===== src/rtl/apb_ral_slave.sv =====
// apb_ral_slave: APB (AMBA 3, no PSLVERR) register file, zero wait states.
//
// Register map (byte offsets, only mapped when paddr[31:5] == 0, paddr[1:0] ignored):
//   0x00 CTRL  [3:0] RW, upper bits read 0
//   0x04 REG1  32-bit RW
//   0x08 REG2  32-bit RW
//   0x0C REG3  32-bit RW
//   0x10 ID    RO, reads IdValue
//   other offsets read 0, writes dropped
//
// Ports:
//   pclk     in   APB clock, rising edge
//   presetn  in   asynchronous active-low reset
//   paddr    in   byte address
//   pwdata   in   write data
//   psel     in   slave select
//   penable  in   access phase indicator
//   pwrite   in   1 = write, 0 = read
//   prdata   out  registered read data, held until the next read capture
//   pready   out  registered, high exactly in the ACCESS cycle

module apb_ral_slave (
  input  logic        pclk,
  input  logic        presetn,
  input  logic [31:0] paddr,
  input  logic [31:0] pwdata,
  input  logic        psel,
  input  logic        penable,
  input  logic        pwrite,
  output logic [31:0] prdata,
  output logic        pready
);

  localparam logic [31:0] IdValue = 32'hA5B0_0001;

  // state_q records the bus phase of the cycle that ended at the last edge.
  typedef enum logic [1:0] {
    StIdle,
    StSetup,
    StAccess
  } state_e;

  state_e      state_q;
  logic [3:0]  ctrl_q;
  logic [31:0] reg1_q;
  logic [31:0] reg2_q;
  logic [31:0] reg3_q;
  logic [31:0] prdata_q;
  logic        pready_q;

  logic        mapped;
  logic [2:0]  reg_idx;
  logic [31:0] rd_value;
  logic        setup_now;
  logic        write_commit;

  logic unused_addr;
  assign unused_addr = ^paddr[1:0];

  assign mapped       = (paddr[31:5] == 27'd0);
  assign reg_idx      = paddr[4:2];
  assign setup_now    = psel & ~penable;
  // pready_q is only high in a legitimate ACCESS cycle, so a psel+penable seen
  // straight out of IDLE never commits.
  assign write_commit = psel & penable & pwrite & pready_q;

  always_comb begin
    rd_value = 32'd0;
    if (mapped) begin
      case (reg_idx)
        3'd0:    rd_value = {28'd0, ctrl_q};
        3'd1:    rd_value = reg1_q;
        3'd2:    rd_value = reg2_q;
        3'd3:    rd_value = reg3_q;
        3'd4:    rd_value = IdValue;
        default: rd_value = 32'd0;
      endcase
    end
  end

  always_ff @(posedge pclk or negedge presetn) begin
    if (!presetn) begin
      state_q  <= StIdle;
      ctrl_q   <= 4'd0;
      reg1_q   <= 32'd0;
      reg2_q   <= 32'd0;
      reg3_q   <= 32'd0;
      prdata_q <= 32'd0;
      pready_q <= 1'b0;
    end else begin
      case (state_q)
        StIdle: begin
          // psel with penable already high is a protocol violation: stay idle.
          state_q <= setup_now ? StSetup : StIdle;
        end
        StSetup: begin
          if (psel && penable) begin
            state_q <= StAccess;
          end else if (setup_now) begin
            state_q <= StSetup;
          end else begin
            state_q <= StIdle;
          end
        end
        StAccess: begin
          // Back-to-back transfer keeps psel high and drops penable.
          state_q <= setup_now ? StSetup : StIdle;
        end
        default: state_q <= StIdle;
      endcase

      pready_q <= setup_now;

      if (setup_now && !pwrite) begin
        prdata_q <= rd_value;
      end

      if (write_commit && mapped) begin
        case (reg_idx)
          3'd0:    ctrl_q <= pwdata[3:0];
          3'd1:    reg1_q <= pwdata;
          3'd2:    reg2_q <= pwdata;
          3'd3:    reg3_q <= pwdata;
          default: ;
        endcase
      end
    end
  end

  assign prdata = prdata_q;
  assign pready = pready_q;

endmodule


===== config.mk =====
export PLATFORM = sky130hd
export DESIGN_NAME = apb_ral_slave
export DESIGN_NICKNAME = d
export VERILOG_FILES = /design/src/rtl/apb_ral_slave.sv
export SDC_FILE = /design/constraint.sdc
export NUM_CORES = 1
export LEC_CHECK = 0
export ABC_AREA = 0
export CORE_ASPECT_RATIO = 1.1
export CORE_MARGIN = 1.5
export CORE_UTILIZATION = 40
export CTS_BUF_LIST = sky130_fd_sc_hd__clkbuf_8
export CTS_CLUSTER_DIAMETER = 30
export CTS_CLUSTER_SIZE = 25
export DETAILED_ROUTE_END_ITERATION = 7
export SLEW_MARGIN = 20
export SYNTH_ARGS = -nofsm -noshare
export SYNTH_HDL_FRONTEND = slang
export SYNTH_SLANG_ARGS = --single-unit
export TNS_END_PERCENT = 50

===== constraint.sdc =====
create_clock -name pclk -period 2.3 [get_ports pclk]
set_clock_uncertainty 0.1 [all_clocks]
set_input_delay 0.69 -clock pclk [delete_from_list [all_inputs] [get_ports pclk]]
set_output_delay 0.69 -clock pclk [all_outputs]
set_load 0.01 [all_outputs]

==> results of run 1 <==
-- critical path: cells and delay by family --
family | cells | cell delay (ps)
AND/OR/NAND/NOR | 3 | 780
multiplexers | 1 | 310
buffers and inverters | 4 | 690
-- logic make-up (layout without fill, tap and decap cells) --
logic type,after synthesis,after routing,share of synthesized area
DFF,133,133,0.556
and+or+nand+nor,71,71,0.0766
buffers and inverters,33,173,0.0354
muxes,132,132,0.254
AOI/OAI and AO/OA,62,62,0.0774
-- layout make-up --
class | instances | area (sq um) | area share
clock buffer | 20 | 275 | 0.0337
timing repair buffer | 141 | 1500 | 0.184
sequential | 133 | 3330 | 0.408
clock inverter | 12 | 136 | 0.0167
multi-input combinational | 265 | 2690 | 0.329
tap | 192 | 240 | 0.0294
-- synthesized netlist by cell type, types with 2 or more instances --
library cell,n,area (sq um)
a211oi_1,2,15.0
a221oi_1,6,52.6
a22oi_1,21,158
buf_1,6,22.5
buf_2,4,20.0
buf_6,11,124
clkbuf_1,12,45.0
dfrtp_1,133,3330
mux2_1,90,1010
mux2_2,39,439
mux4_2,3,67.6
nand2_1,37,139
nand2b_1,3,18.8
nor2b_1,10,62.6
nor3_1,3,15.0
nor4_2,6,75.1
nor4_4,2,42.5
o21ai_0,3,15.0
o31ai_1,29,218
or2_2,2,12.5
-- power groups by stage --
stage / Combinational (mW) / Clock [mW] / Sequential [mW]
detailed placement: 0.312 / 0 / 2.38
floorplan: 0.0711 / 0 / 2.39
CTS: 0.302 / 2.06 / 2.34
global placement: 0.307 / 0 / 2.38
finish: 0.297 / 2.01 / 2.34
global route: 0.324 / 2.17 / 2.34
-- state kept, by name (all words and copies together), names as in the netlist --
register	flops
prdata	32
reg1_q	32
reg2_q	32
reg3_q	32
ctrl_q	4
pready	1
-- cell usage in the layout (no fill, tap or decap), types with 20 or more instances in the layout --
master / instances
dfrtp_1: 133
clkdlybuf4s50_1: 67
mux2_1: 57
mux2_4: 38
nand2_1: 37
mux2_2: 34
o31ai_1: 27
a22oi_1: 21
clkbuf_8: 20
buf_4: 20
-- per-stage QoR --
stage	hold WS [ps]	TNS, ps	total power [mW]	instances	util
floorplan	294	-3370	2.46	431	-
global placement	359	-75070	2.69	715	0.503
detailed placement	369	-77980	2.70	715	0.503
CTS	59.7	-10.8	4.70	761	0.552
global route	73.6	-3.17	4.83	763	0.563
finish	71.6	0	4.65	763	0.563
-- final timing paths --
check	from	endpoint	slack [ps]	cells after the start
worst max-delay path	paddr[24]	reg2_q[24]	40	8
min in group pclk	penable	pready	370	2
worst min-delay path	presetn	reg3_q[26]	70	1
max in group asynchronous	presetn	prdata[16]	1410	2
worst max register to register	pready	reg2_q[24]	290	6
worst min register to register	reg1_q[21]	reg1_q[21]	380	1
-- routing by layer --
layer,global-route usage,wire length (microns),vias to the layer above
li1,-,-,1838
met5,0,0,-
met1,0.264,6850,2098
met3,0.0460,636,17
met2,0.320,7240,92
met4,0.0655,189,0
-- what timing repair did --
action                     CTS  global route
cloned                       6             1
pin swaps                   11            14
resized for setup           66            74
setup endpoints to repair  124           122
setup buffers                8             3
==> flow_summary_export.csv, run 1 <==
group,metric,value,unit
yosys,synth_enable_flop_cells,0,
timing,worstMarginPinSlew,465,ps
timing,hold_viol,0,
yosys,yosysSeqAreaShare,0.556,
finish,n_antenna_cell,0,
routing,wl_per_cell,19.6,microns
placed_design,dpl_cell_area,0.00730,sq mm
clock_tree,cts.path.max_buffers,2,
critical_path,path_class,"primary input to register",
clock_tree,clkTransAtPathRegs,70,ps
routing,drt_wl_total,14.9,mm
floorplanning,io_pins,102,
routing,drt-initial-drc-count,233,
yosys,async_flop_share,1.00,
timing,max_freq,443,MHz
grt,grtUsageTotal,0.198,
power_and_ir_drop,intPower,3.61,mW
timing,drv_slew,0,
timing,fin_crit_sh,0.981,
timing,layout_setup_ws,43.8,ps
routing,drc,0,
power_and_ir_drop,switchingPower,1.04,mW
power_and_ir_drop,p_clk_frac,0.433,
power_and_ir_drop,ir_drop,0.359,mV
clock_tree,htree_levels,4,
yosys,ys_ff_latch,133,
critical_path,crit_arrival,2480,ps
yosys,ys_types,29,
routing,postRouteAntennaNets,0,
power_and_ir_drop,p_leak,3.88,nW
grt,overflow,0,
grt,grt_first_pass_wirelength,23.7,mm
critical_path,worstSetupEndpointType,"register",
run_status,status,"finished, final reports clean",
yosys,synth-main-ff-cell,"dfrtp_1",
floorplanning,core_area,0.0145,sq mm
placed_design,pre_cts_ws,-653,ps
floorplanning,rows,46,
timing,min_period,2260,ps
clock_tree,tritoncts,"done",
yosys,yosysWarnings,0,
yosys,synth.net_count,500,
critical_path,critPathLaunchType,"primary input",
floorplanning,die_w,120,microns
power_and_ir_drop,combinationalPowerShare,0.064,
clock_tree,hold_buffers,0,
finish,syn2layout_area_growth,36.5,%
floorplanning,die-area,0.0157,sq mm
min_path,hold_class,"primary input to asynchronous set/reset pin",
grt,grt_max_degree,52,
routing,viasPerCell,5.30,
critical_path,required,2530,ps
yosys,synth_area_per_cell,13.9,sq um
clock_tree,cts_made_buffers,17,
power_and_ir_drop,power.density,569,mW/mm^2
finish,fillers,1245,
yosys,syn_area,0.00598,sq mm
critical_path,slowest_delay,330,ps
critical_path,critPathMaxFanout,8,
critical_path,cp_cell_sequence,"clkdlybuf4s15_1, nor4_4, nand3_4, buf_6, nor4_4, buf_6, buf_12, mux2_4",
floorplanning,fp.dieH,131,microns
yosys,postSynthCellCount,431,
floorplanning,start_util,0.412,
power_and_ir_drop,p_sw_frac,0.224,
placed_design,port_buffers,99,
timing,setup_viol,0,
grt,grt_pass1_vias,4261,
placed_design,place_congestion,0.717,
finish,post-route-cell-area,0.00817,sq mm
routing,drt_first_pass_iters,4,
placed_design,dp_hpwl,8.96,mm
power_and_ir_drop,seq_power_share,0.503,
routing,vias,4045,
grt,antenna_found_initial,0,
finish,drive_gt1_frac,0.313,
job,drv_cap,0,
finish,nets,627,
critical_path,cp_slowest_cell,"nor4_4",
clock_tree,root_buffer,"clkbuf_8",
timing,slew_headroom,0.690,
clock_tree,clk_latency,440,ps
clock_tree,cts.sinks,133,
Note: power is estimated with default switching activity, not from simulation.
==> inputs of run 2 (changes only) <==
--- a/config.mk
+++ b/config.mk
@@ -13,7 +13,7 @@
 export CTS_CLUSTER_DIAMETER = 30
 export CTS_CLUSTER_SIZE = 25
 export DETAILED_ROUTE_END_ITERATION = 7
-export SLEW_MARGIN = 20
+export SLEW_MARGIN = 40
 export SYNTH_ARGS = -nofsm -noshare
 export SYNTH_HDL_FRONTEND = slang
 export SYNTH_SLANG_ARGS = --single-unit
==> results of run 2 <==
The final DEF is identical to that of run 1; final timing and power are the same.
